<file path="config.mk">
export PLATFORM = sky130hd
export DESIGN_NAME = mem_port_arbiter_flat
export DESIGN_NICKNAME = d
export VERILOG_FILES = /design/src/rtl/mem_port_arbiter_if.sv /design/src/rtl/mem_port_arbiter.sv /design/src/flat_wrapper.sv
export SDC_FILE = /design/constraint.sdc
export NUM_CORES = 1
export LEC_CHECK = 0
export CORE_MARGIN = 3
export CORE_UTILIZATION = 41
export DETAILED_ROUTE_END_ITERATION = 6
export PLACE_DENSITY = 0.8
export RECOVER_POWER = 50
export SLEW_MARGIN = 20
export SYNTH_ARGS = -nofsm -noshare
export SYNTH_HDL_FRONTEND = slang
export SYNTH_SLANG_ARGS = --single-unit
</file>
<file path="constraint.sdc">
create_clock -name clk -period 1.8 [get_ports clk]
set_clock_uncertainty 0.2 [all_clocks]
set_input_delay 0.36 -clock clk [delete_from_list [all_inputs] [get_ports clk]]
set_output_delay 0.36 -clock clk [all_outputs]
set_load 0.02 [all_outputs]
</file>
<file path="src/rtl/mem_port_arbiter_if.sv">
// Bundles the fetch, data and memory handshakes of mem_port_arbiter.
// master is the arbiter's view; slave is the surrounding core/memory view.
interface mem_port_arbiter_if #(
   parameter int AW = 32,
   parameter int DW = 32
);
   logic          if_req;
   logic [AW-1:0] if_addr;
   logic [DW-1:0] if_rdata;
   logic          if_ready;

   logic          d_req;
   logic          d_we;
   logic [AW-1:0] d_addr;
   logic [DW-1:0] d_wdata;
   logic [DW-1:0] d_rdata;
   logic          d_ready;

   logic          m_req;
   logic          m_we;
   logic [AW-1:0] m_addr;
   logic [DW-1:0] m_wdata;
   logic [DW-1:0] m_rdata;
   logic          m_ack;

   logic          err;
   logic          stall;

   modport master (
      input  if_req, if_addr, d_req, d_we, d_addr, d_wdata, m_rdata, m_ack,
      output if_rdata, if_ready, d_rdata, d_ready,
      output m_req, m_we, m_addr, m_wdata, err, stall
   );

   modport slave (
      output if_req, if_addr, d_req, d_we, d_addr, d_wdata, m_rdata, m_ack,
      input  if_rdata, if_ready, d_rdata, d_ready,
      input  m_req, m_we, m_addr, m_wdata, err, stall
   );
endinterface

</file>
<file path="src/rtl/mem_port_arbiter.sv">
// Shares one variable-latency memory port between instruction fetch and data access.
// Optional one-entry fetch buffer enabled by defining ARB_IBUF_EN.
module mem_port_arbiter #(
   parameter int AW      = 32,
   parameter int DW      = 32,
   parameter int TIMEOUT = 64
) (
   input  logic                clk,
   input  logic                reset,
   mem_port_arbiter_if.master  bus
);

   localparam int CW = (TIMEOUT > 1) ? $clog2(TIMEOUT) : 1;
   localparam logic [CW-1:0] CNT_LAST = CW'((TIMEOUT > 0) ? TIMEOUT - 1 : 0);

   typedef enum logic [1:0] {
      S_IDLE,
      S_MEM,
      S_RESP
   } state_e;

   typedef enum logic {
      G_IF,
      G_D
   } grant_e;

   state_e        state_q, state_d;
   grant_e        owner_q, owner_d;
   grant_e        last_q, last_d;
   grant_e        gnt;
   logic [CW-1:0] cnt_q, cnt_d;
   logic          err_q, err_d;
   logic          m_req_q, m_req_d;
   logic          m_we_q, m_we_d;
   logic [AW-1:0] m_addr_q, m_addr_d;
   logic [DW-1:0] m_wdata_q, m_wdata_d;
   logic [DW-1:0] if_rdata_q, if_rdata_d;
   logic [DW-1:0] d_rdata_q, d_rdata_d;

`ifdef ARB_IBUF_EN
   logic          ibuf_valid_q, ibuf_valid_d;
   logic [AW-3:0] ibuf_tag_q, ibuf_tag_d;
   logic [DW-1:0] ibuf_data_q, ibuf_data_d;
   logic          ibuf_hit;
`endif

   always_ff @(posedge clk) begin
      if (reset) begin
         state_q    <= S_IDLE;
         owner_q    <= G_IF;
         last_q     <= G_IF;
         cnt_q      <= '0;
         err_q      <= 1'b0;
         m_req_q    <= 1'b0;
         m_we_q     <= 1'b0;
         m_addr_q   <= '0;
         m_wdata_q  <= '0;
         if_rdata_q <= '0;
         d_rdata_q  <= '0;
`ifdef ARB_IBUF_EN
         ibuf_valid_q <= 1'b0;
         ibuf_tag_q   <= '0;
         ibuf_data_q  <= '0;
`endif
      end else begin
         state_q    <= state_d;
         owner_q    <= owner_d;
         last_q     <= last_d;
         cnt_q      <= cnt_d;
         err_q      <= err_d;
         m_req_q    <= m_req_d;
         m_we_q     <= m_we_d;
         m_addr_q   <= m_addr_d;
         m_wdata_q  <= m_wdata_d;
         if_rdata_q <= if_rdata_d;
         d_rdata_q  <= d_rdata_d;
`ifdef ARB_IBUF_EN
         ibuf_valid_q <= ibuf_valid_d;
         ibuf_tag_q   <= ibuf_tag_d;
         ibuf_data_q  <= ibuf_data_d;
`endif
      end
   end

   always_comb begin
      state_d    = state_q;
      owner_d    = owner_q;
      last_d     = last_q;
      cnt_d      = cnt_q;
      err_d      = err_q;
      m_req_d    = m_req_q;
      m_we_d     = m_we_q;
      m_addr_d   = m_addr_q;
      m_wdata_d  = m_wdata_q;
      if_rdata_d = if_rdata_q;
      d_rdata_d  = d_rdata_q;
`ifdef ARB_IBUF_EN
      ibuf_valid_d = ibuf_valid_q;
      ibuf_tag_d   = ibuf_tag_q;
      ibuf_data_d  = ibuf_data_q;
      ibuf_hit     = ibuf_valid_q && (bus.if_addr[AW-1:2] == ibuf_tag_q);
`endif

      // Under contention the requester opposite the previous grant wins.
      gnt = G_IF;
      if (bus.d_req && (!bus.if_req || last_q == G_IF)) begin
         gnt = G_D;
      end

      unique case (state_q)
         S_IDLE: begin
            err_d = 1'b0;
            if (bus.if_req || bus.d_req) begin
               owner_d = gnt;
               last_d  = gnt;
               cnt_d   = '0;
               if (gnt == G_D) begin
                  m_req_d   = 1'b1;
                  m_we_d    = bus.d_we;
                  m_addr_d  = bus.d_addr;
                  m_wdata_d = bus.d_wdata;
                  state_d   = S_MEM;
`ifdef ARB_IBUF_EN
                  if (bus.d_we && (bus.d_addr[AW-1:2] == ibuf_tag_q)) begin
                     ibuf_valid_d = 1'b0;
                  end
`endif
               end else begin
`ifdef ARB_IBUF_EN
                  if (ibuf_hit) begin
                     if_rdata_d = ibuf_data_q;
                     state_d    = S_RESP;
                  end else begin
                     m_req_d   = 1'b1;
                     m_we_d    = 1'b0;
                     m_addr_d  = bus.if_addr;
                     m_wdata_d = '0;
                     state_d   = S_MEM;
                  end
`else
                  m_req_d   = 1'b1;
                  m_we_d    = 1'b0;
                  m_addr_d  = bus.if_addr;
                  m_wdata_d = '0;
                  state_d   = S_MEM;
`endif
               end
            end
         end

         S_MEM: begin
            cnt_d = cnt_q + 1'b1;
            // An ack in the final permitted cycle still completes normally.
            if (bus.m_ack) begin
               m_req_d = 1'b0;
               state_d = S_RESP;
               if (owner_q == G_IF) begin
                  if_rdata_d = bus.m_rdata;
`ifdef ARB_IBUF_EN
                  ibuf_valid_d = 1'b1;
                  ibuf_tag_d   = m_addr_q[AW-1:2];
                  ibuf_data_d  = bus.m_rdata;
`endif
               end else if (!m_we_q) begin
                  d_rdata_d = bus.m_rdata;
               end
            end else if ((TIMEOUT != 0) && (cnt_q == CNT_LAST)) begin
               m_req_d = 1'b0;
               err_d   = 1'b1;
               state_d = S_RESP;
            end
         end

         S_RESP: begin
            err_d   = 1'b0;
            cnt_d   = '0;
            state_d = S_IDLE;
         end

         default: begin
            state_d = S_IDLE;
         end
      endcase
   end

   assign bus.if_ready = (state_q == S_RESP) && (owner_q == G_IF);
   assign bus.d_ready  = (state_q == S_RESP) && (owner_q == G_D);
   assign bus.err      = err_q;
   assign bus.m_req    = m_req_q;
   assign bus.m_we     = m_we_q;
   assign bus.m_addr   = m_addr_q;
   assign bus.m_wdata  = m_wdata_q;
   assign bus.if_rdata = if_rdata_q;
   assign bus.d_rdata  = d_rdata_q;
   assign bus.stall    = (bus.if_req & ~bus.if_ready) | (bus.d_req & ~bus.d_ready);

endmodule

</file>
<file path="src/flat_wrapper.sv">
// flat-port wrapper written by rule: the top's interface ports become plain ports
module mem_port_arbiter_flat 
#(
   parameter int AW      = 32,
   parameter int DW      = 32,
   parameter int TIMEOUT = 64
)
  (clk, reset, bus_if_req, bus_if_addr, bus_d_req, bus_d_we, bus_d_addr, bus_d_wdata, bus_m_rdata, bus_m_ack, bus_if_rdata, bus_if_ready, bus_d_rdata, bus_d_ready, bus_m_req, bus_m_we, bus_m_addr, bus_m_wdata, bus_err, bus_stall);
  mem_port_arbiter_if #(.AW(AW), .DW(DW)) bus_i ();
  input  logic clk;
  input  logic reset;
  input wire logic [$bits(bus_i.if_req)-1:0] bus_if_req;
  input wire logic [$bits(bus_i.if_addr)-1:0] bus_if_addr;
  input wire logic [$bits(bus_i.d_req)-1:0] bus_d_req;
  input wire logic [$bits(bus_i.d_we)-1:0] bus_d_we;
  input wire logic [$bits(bus_i.d_addr)-1:0] bus_d_addr;
  input wire logic [$bits(bus_i.d_wdata)-1:0] bus_d_wdata;
  input wire logic [$bits(bus_i.m_rdata)-1:0] bus_m_rdata;
  input wire logic [$bits(bus_i.m_ack)-1:0] bus_m_ack;
  output wire logic [$bits(bus_i.if_rdata)-1:0] bus_if_rdata;
  output wire logic [$bits(bus_i.if_ready)-1:0] bus_if_ready;
  output wire logic [$bits(bus_i.d_rdata)-1:0] bus_d_rdata;
  output wire logic [$bits(bus_i.d_ready)-1:0] bus_d_ready;
  output wire logic [$bits(bus_i.m_req)-1:0] bus_m_req;
  output wire logic [$bits(bus_i.m_we)-1:0] bus_m_we;
  output wire logic [$bits(bus_i.m_addr)-1:0] bus_m_addr;
  output wire logic [$bits(bus_i.m_wdata)-1:0] bus_m_wdata;
  output wire logic [$bits(bus_i.err)-1:0] bus_err;
  output wire logic [$bits(bus_i.stall)-1:0] bus_stall;
  assign bus_i.if_req = bus_if_req;
  assign bus_i.if_addr = bus_if_addr;
  assign bus_i.d_req = bus_d_req;
  assign bus_i.d_we = bus_d_we;
  assign bus_i.d_addr = bus_d_addr;
  assign bus_i.d_wdata = bus_d_wdata;
  assign bus_i.m_rdata = bus_m_rdata;
  assign bus_i.m_ack = bus_m_ack;
  assign bus_if_rdata = bus_i.if_rdata;
  assign bus_if_ready = bus_i.if_ready;
  assign bus_d_rdata = bus_i.d_rdata;
  assign bus_d_ready = bus_i.d_ready;
  assign bus_m_req = bus_i.m_req;
  assign bus_m_we = bus_i.m_we;
  assign bus_m_addr = bus_i.m_addr;
  assign bus_m_wdata = bus_i.m_wdata;
  assign bus_err = bus_i.err;
  assign bus_stall = bus_i.stall;
  mem_port_arbiter #(.AW(AW), .DW(DW), .TIMEOUT(TIMEOUT)) u_core (.clk(clk), .reset(reset), .bus(bus_i));
endmodule
</file>
After elaboration in Yosys (flattened, before gate mapping)
Index checks and enable logic that the tools add are counted.
{ "op_classes": {"n_eq_ne": 7, "muxes": 17, "n_addsub": 1, "reduce_logical": 18, "n_bitwise": 7} }
{ "op_table": {"columns": ["cell", "count"], "rows": [
  ["32-bit two-way mux", 2],
  ["6-bit case mux with 3 select lines", 1],
  ["3-bit AND reduction", 3],
  ["1-bit two-way mux", 7],
  ["6-bit by 1-bit adder with 6-bit output (second input constant)", 1],
  ["6-bit equality test (second input constant)", 1],
  ["2-bit two-way mux", 3],
  ["6-bit two-way mux", 1],
  ["2-bit AND reduction", 3],
  ["2-bit by 1-bit inequality test with 1-bit output (second input constant)", 2],
  ["1-bit NOT", 4],
  ["1-bit case mux with 2 select lines", 2],
  ["2-bit case mux with 2 select lines", 1],
  ["4-bit AND reduction", 1],
  ["2-bit nonzero test", 2],
  ["1-bit logical AND", 3],
  ["3-bit by 2-bit inequality test with 1-bit output (second input constant)", 1],
  ["3-bit nonzero test", 1],
  ["1-bit bitwise AND", 2],
  ["2-bit by 1-bit equality test with 1-bit output (second input constant)", 1],
  ["2-bit equality test (second input constant)", 1],
  ["2-bit zero test", 1],
  ["1-bit logical OR", 2],
  ["2-bit inequality test (second input constant)", 1],
  ["3 further kinds", 3]
]} }
{ "totals": {"reg_bits": 140, "out_inout_bits": 134, "wordCells": 60} }

Longest topological paths before layout
Gate-level depths: netlist (run 1).
{ "logic_depth": {"ltp_word": 5, "depth_mapped": 6, "mapped_depth_nobuf": 4} }

Worst setup path after synthesis (run 1)
OpenSTA, ideal clock, no wires.
{ "synth_path": {"path_kind": "reg2out", "startpoint": "register u_core.state_q[1]", "endpoint": "output bus_stall", "setup_slack_ns": -0.173, "path_buffers": 1, "path_stages_with_launch": 4, "arrival_ns": 1.413, "path_cell_list": "dfxtp_1 clkbuf_2 nor3b_1 o22ai_1"} }
{ "synth_via": {"elab_chain_cells": 5, "word_cells_on_any_way": 8} }
{ "synth_rtl": {"columns": ["element", "line", "text"], "rows": [
  ["start, declared", "mem_port_arbiter.sv:27", "state_e state_q, state_d;"],
  ["start signal, assigned", "mem_port_arbiter.sv:66", "state_q <= state_d;"],
  ["2-bit equality test", "mem_port_arbiter.sv:186", "assign bus.if_ready = (state_q == S_RESP) && (owner_q == G_IF);"],
  ["1-bit logical AND", "mem_port_arbiter.sv:186", null],
  ["named net bus_if_ready", "flat_wrapper.sv:21", "output wire logic [$bits(bus_i.if_ready)-1:0] bus_if_ready;"],
  ["1-bit NOT", "mem_port_arbiter.sv:195", "assign bus.stall = (bus.if_req & ~bus.if_ready) | (bus.d_req & ~bus.d_ready);"],
  ["1-bit bitwise AND", "mem_port_arbiter.sv:195", null],
  ["1-bit OR", "mem_port_arbiter.sv:195", null],
  ["end, declared", "flat_wrapper.sv:29", "output wire logic [$bits(bus_i.stall)-1:0] bus_stall;"]
]} }
The timed path passes the listed nets, and every way through them passes these cells.

Final worst setup path (run 1)
{ "layout_path": {"startpoint": "register u_core.state_q[0]", "endpoint": "output bus_stall"} }
{ "layout_via": {"elab_chain_cells": 5, "word_cells_on_any_way": 8} }
{ "layout_rtl": {"columns": ["element", "line"], "rows": [
  ["2-bit equality test (*)", "mem_port_arbiter.sv:186, mem_port_arbiter.sv:187"],
  ["1-bit logical AND, on equally long branches", "mem_port_arbiter.sv:186, mem_port_arbiter.sv:187"],
  ["1-bit NOT", "mem_port_arbiter.sv:195"],
  ["1-bit bitwise AND", "mem_port_arbiter.sv:195"],
  ["1-bit OR (*)", "mem_port_arbiter.sv:195"]
]} }
Every way passes the cells marked *; elsewhere a longest branch is shown, timed or not.

==> run_results.csv, run 1 <==
group,metric,value,unit
run_status,outcome,"finished clean",
route,via_count,5893,
timing,slew_headroom,74.67,%
logic_synthesis,yosysSeqAreaShare,49.27,%
timing,rsz0062_at_grt,"yes",
setup_path,cp.buffers_inverters,1,
clock_tree,cts_max_path_buffers,2,
route,drtAntennaViolNets,0,
grt,grt_pass1_wl,29.21,mm
cells_and_area,fill_cells,1124,
route,drt_iter0_markers,386,
cells_and_area,final_cell_mix,"138 x dfxtp_1, 134 x a21oi_1, 132 x clkdlybuf4s50_1",
route,routed.top_layer,"met4",
power,p_comb_share,19.7,%
grt,grt-ovfl-total,0,
setup_path,cp_data_required_time,1.24,ns
timing,timing.fmax,563.2,MHz
route,wl_met3,1.735,mm
die,die_h,123.8,um
clock_tree,path_clk_slew,0.06,ns
die,num_rows,42,
setup_path,max_stage_delay,0.35,ns
setup_path,critPathSlowestCell,"dfxtp_2",
route,drc,0,
clock_tree,cts_root_buf,"clkbuf_16",
power,p_leak,3.881,nW
clock_tree,cts_made_buffers,17,
logic_synthesis,syn_area_per_cell,8.671,um2
setup_path,start_kind,"flop",
power,internal_power,0.006472,W
die,dieArea,15320,um2
logic_synthesis,yosysUniqueCellTypes,42,
cells_and_area,final_common_cell,"dfxtp_1",
placement,io_buffers,267,
timing,setup_viol,0,
power,p_sw_share,26.44,%
placement,hpwlAfterDp,13.54,mm
setup_path,crit_family,"flip-flops",
cells_and_area,diodes,0,
grt,grtUsageTotal,24.39,%
logic_synthesis,synth-seq-cells,140,
setup_path,critical_path_class,"flop to output port",
timing,layout_setup_ws,0.02436,ns
clock_tree,h-tree-depth,4,
die,io_pins,268,
logic_synthesis,synth_top_area_share,49.27,%
grt,grt_max_degree,54,
cells_and_area,drive_above_1_share,9.783,%
timing,finalCritPeriodShare,98.65,%
logic_synthesis,synth_area_leader_cell,"dfxtp_1",
cells_and_area,final_cells,1096,
timing,worstMarginPinSlew,0.3745,ns
job,maxCapViolCount,0,
min_path,hold_class,"input port to flop",
placement,place_inst,1060,
placement,dpl_worst_slack,-0.4173,ns
route,wl_met2,9.520,mm
route,drt-vias-per-instance,5.377,
setup_path,arrival,1.22,ns
grt,first_global_vias,5523,
placement,gp_congestion,0.7908,
timing,hold_viol_final,0,
setup_path,crit_path_max_fanout,4,
power,powerDensity,960.7,nW/um2
logic_synthesis,synth_cells,656,
logic_synthesis,synth_area,5688,um2
timing,setup-tns-final,0,ns
power,clockPowerShare,41.7,%
grt,antenna_found_initial,0,
timing,worst_hold_slack,0.07782,ns
power,vdd.ir_drop.worst,0.5336,mV
clock_tree,cts_tree,"yes",
logic_synthesis,dominantRegCellSynth,"dfxtp_1",
route,finalWirelength,19.14,mm
setup_path,crit_path_cell_trace,"and3b_1, o22ai_1, buf_4",
logic_synthesis,synth_fp_nets,791,
die,die_x,123.8,um
timing,drv_slew,0,
setup_path,cp-end-kind,"output port",
route,wl_per_cell,17.46,um
die,design.core.area,13400,um2
clock_tree,cts.sinks,140,
logic_synthesis,yosys_warnings,0,
timing,fin_crit,1.776,ns
power,seqPwrFrac,38.6,%
power,power_switching,0.002327,W
setup_path,rrSetupSlack,0.09,ns
route,firstDrtPassIters,5,
logic_synthesis,synthTopCellsByArea,"dfxtp_1 49%, a21oi_1 12%, mux2i_1 5.6%",
logic_synthesis,async_flop_share,0,%
cells_and_area,area_growth,61.02,%
clock_tree,ctsHoldBuffers,0,
logic_synthesis,synth_edf_count,0,
die,start_util,42.45,%
clock_tree,clock_latency,0.40,ns
route,drt-met1-wl,7.485,mm
cells_and_area,final_nets,1042,
==> cells by family after synthesis <==
family,share of synthesized area (%)
AO/OA/AOI/OAI,24.57
AND/OR/NAND/NOR,13.90
flip-flops,49.27
buffers and inverters,6.401
multiplexers,5.631
adder cells (fa/ha/maj),0.2199
==> layer usage <==
metal	vias to the layer above	GRT usage [%]
met5	-	0
met4	0	8.651
met3	26	8.311
met2	228	41.09
met1	2766	28.89
li1	2873	-
==> layout make-up <==
type,instances,area (um2),area share (%)
inverter,4,15.01,0.1639
timing repair buffer,305,2934,32.04
clock inverter,11,165.2,1.803
multi-input combinational,439,2559,27.94
clock buffer,21,460.4,5.027
sequential,140,2805,30.63
tap,176,220.2,2.404
==> path summary, 6_finish.rpt <==
path,from,end,cells after the start
setup / recovery,u_core.state_q[0],bus_stall,3
hold / removal,reset,u_core.last_q,2
setup reg to reg,u_core.state_q[1],u_core.bus.m_wdata[28],5
hold reg to reg,u_core.bus.if_rdata[27],u_core.bus.if_rdata[27],2
==> state kept, by name, summed over array words and instances (netlist names) <==
signal	flops
u_core.bus.d_rdata	32
u_core.bus.m_we	1
u_core.cnt_q	6
u_core.last_q	1
u_core.bus.err	1
u_core.bus.m_wdata	32
u_core.bus.m_addr	32
u_core.bus.if_rdata	32
u_core.state_q	2
u_core.bus.m_req	1
==> power groups by stage <==
stage | clock, W | combinational, W | sequential, W
after floorplan | 0 | 0.000659 | 0.00369
after global placement | 0 | 0.00185 | 0.00346
after detailed placement | 0 | 0.00186 | 0.00347
after CTS | 0.00373 | 0.00174 | 0.00340
after global routing | 0.00387 | 0.00186 | 0.00342
final | 0.00367 | 0.00173 | 0.00340
==> synth_stat cells, types with 5 or more instances <==
| cell | count |
|---|---|
| nand2_1 | 67 |
| a211oi_2 | 6 |
| a21oi_1 | 134 |
| o21ai_0 | 64 |
| a211oi_1 | 29 |
| buf_2 | 23 |
| buf_1 | 6 |
| mux2i_1 | 32 |
| nand3_1 | 35 |
| buf_4 | 7 |
| nor2_1 | 5 |
| nand4_1 | 33 |
| clkbuf_1 | 33 |
| dfxtp_1 | 140 |
==> timing repair <==
action | 4_1_cts | 5_1_grt
pin swaps | 1 | 1
resized for setup | 146 | 2
buffers inserted | 0 | 4
endpoints found under the setup margin | 134 | 3
hold endpoints to repair | 0 | 0
==> per-stage QoR <==
step	util [%]	instance area, um2	power [W]
6_report	68.35	9159	0.008799
5_1_grt	68.35	9159	0.009145
4_1_cts	68.37	9161	0.008870
3_5_place_dp	65.00	8710	0.005327
3_3_place_gp	65.00	8710	0.005310
2_1_floorplan	-	5693	0.004345
Power figures use the tool's default switching activity.
==> run 2, diff against run 1 <==
Settings changed: CORE_UTILIZATION 41 to 44, PLACE_DENSITY 0.8 to 0.85, RECOVER_POWER 50 to not set, SLEW_MARGIN 20 to 10.
Clock period 1.8 ns to 2.14 ns, I/O delays scaled along.
==> run 2 against run 1 <==
  * Register-to-register slack better by 0.15 ns
  * Critical path depth shrank 2
  * Total power is 15% lower
  * Sequential share of layout area decreased by 0.16 points
  * Global-route usage is 2.5 points higher
==> run_results.csv, run 2 (synthesis gave the netlist of run 1 again) <==
group,metric,value,unit
grt,met1_usage,30.29,%
clock_tree,cts_made_buffers,17,
timing,finalCritPeriodShare,97.33,%
cells_and_area,final_common_cell,"clkdlybuf4s50_1",
clock_tree,ctsHoldBuffers,0,
clock_tree,cts_max_path_buffers,2,
setup_path,rr_endpoint,"u_core.cnt_q[5]",
cells_and_area,final_cell_mix,"263 x clkdlybuf4s50_1, 140 x dfxtp_1, 134 x a21oi_1",
min_path,hold_start,"reset",
cells_and_area,drive_above_1_share,8.452,%
grt,grt.busiest_layer,"met2",
setup_path,r2r_cells,4,
setup_path,critPathSlowestCell,"clkdlybuf4s50_1",
clock_tree,cts_tree,"yes",
grt,grtUsageTotal,26.86,%
timing,layout_setup_ws,0.05720,ns
grt,antenna_found_initial,0,
setup_path,path_depth,1,
power,finalPower,0.007457,W
clock_tree,h-tree-depth,4,
clock_tree,cts.sinks,140,
grt,grt_max_degree,68,
grt,grt_use_met2,48.09,%
timing,setup_viol,0,
route,finalWirelength,19.87,mm
die,io_pins,268,
die,die_x,119.7,um
die,num_rows,40,
die,dieArea,14330,um2
power,powerDensity,810.5,nW/um2
die,design.core.area,12310,um2
clock_tree,path_clk_slew,0.06,ns
clock_tree,post-cts-setup-buffer-count,0,
route,firstDrtPassIters,5,
setup_path,critical_path_class,"flop to output port",
timing,timing.fmax,480.1,MHz
setup_path,crit_path_max_fanout,2,
grt,grt_pass1_wl,31.20,mm
route,drtAntennaViolNets,0,
route,drt-vias-per-instance,5.685,
placement,place_inst,1047,
setup_path,max_stage_delay,0.66,ns
timing,rsz0062_at_grt,"no",
power,vdd.ir_drop.worst,0.5122,mV
setup_path,arrival,1.45,ns
setup_path,start_kind,"flop",
clock_tree,cts_root_buf,"clkbuf_16",
timing,fin_crit,2.083,ns
run_status,outcome,"finished clean",
grt,met3_usage,7.917,%
setup_path,r2r-start,"u_core.state_q[0]",
die,die_h,119.7,um
grt,grt-ovfl-total,0,
setup_path,cp_data_required_time,1.51,ns
route,wl_per_cell,18.42,um
route,drc,0,
placement,dpl_worst_slack,-0.2414,ns
placement,hpwlAfterDp,14.02,mm
placement,io_buffers,267,
timing,drv_slew,0,
power,p_leak,3.264,nW
setup_path,crit_path_cell_trace,"clkdlybuf4s50_1",
setup_path,rrSetupSlack,0.24,ns
cells_and_area,area_growth,61.75,%
timing,worstMarginPinSlew,0.6111,ns
cells_and_area,final_nets,1033,
min_path,hold_class,"input port to flop",
setup_path,crit_family,"buffers and inverters",
timing,slew_headroom,59.17,%
route,drt_iter0_markers,660,
timing,hold_viol_final,0,
setup_path,cp.buffers_inverters,1,
clock_tree,clock_latency,0.41,ns
grt,first_global_vias,6078,
route,via_count,6134,
job,maxCapViolCount,0,
setup_path,startpoint,"u_core.bus.m_addr[31]",
setup_path,cp-end-kind,"output port",
setup_path,endpoint,"bus_m_addr[31]",
timing,worst_hold_slack,0.1306,ns
cells_and_area,final_cells,1079,
die,start_util,46.20,%
cells_and_area,diodes,0,
placement,gp_congestion,0.8398,
==> run 2: changes by cell type in the layout (fill, tap and decap cells not counted), sizes merged <==
cell / change
buf: -10
bufinv: -1
clkbuf: -1
clkdlybuf4s50: +131
clkinv: -1
clkinvlp: +3
dlygate4sd2: -129
inv: -1
==> run 2: worst reg2reg max path, cell delays in order, from the launching register on <==
cell      delay, ns
dfxtp_1        0.38
buf_4          0.20
nor2b_1        0.53
o21ai_0        0.22
a311oi_1       0.28
==> run 2: metal layers <==
layer | part of all wire [%] | vias up | wire [um]
met5 | 0 | - | 0
met4 | 2.7 | 0 | 527
met3 | 8.7 | 41 | 1730
met2 | 52 | 325 | 10260
met1 | 37 | 2899 | 7357
li1 | - | 2869 | -
==> run 2: area by class of cell <==
type	instances	area [um2]
Multi-Input combinational cell	439	2559
Sequential cell	140	2803
Inverter	4	15.01
Timing Repair Buffer	296	2993
Fill cell	879	3112
Tap cell	168	210.2
Clock buffer	21	480.5
Clock inverter	11	140.1
==> run 2: report_power, final <==
| part | internal (W) | switching (W) | total, W |
|---|---|---|---|
| Sequential | 0.00277 | 0.000100 | 0.00287 |
| Combinational | 0.000740 | 0.000791 | 0.00153 |
| Clock | 0.00195 | 0.00110 | 0.00305 |
| Total | 0.00546 | 0.00199 | 0.00746 |
==> run 2: worst min-delay path by stage <==
stage / slack, ns / endpoint / cells after the start
floorplan: 0.27 / u_core.cnt_q[3] / 1
global placement: 0.24 / u_core.bus.if_rdata[1] / 2
detailed placement: 0.25 / u_core.bus.if_rdata[26] / 2
CTS: 0.11 / u_core.cnt_q[5] / 2
global route: 0.14 / u_core.cnt_q[2] / 2
finish: 0.13 / u_core.cnt_q[5] / 2
==> run 2: repair_timing <==
action,4_1_cts,5_1_grt
setup endpoints to repair,3,1
pin swaps,0,0
resized for setup,3,3
==> run 2: stage by stage <==
step / instance area, um2 / setup TNS, ns / util [%]
2_1_floorplan: 5688 / 0 / -
3_3_place_gp: 8582 / -0.7296 / 69.71
3_5_place_dp: 8582 / -2.490 / 69.71
4_1_cts: 9199 / 0 / 74.72
5_1_grt: 9200 / 0 / 74.73
6_report: 9200 / 0 / 74.73
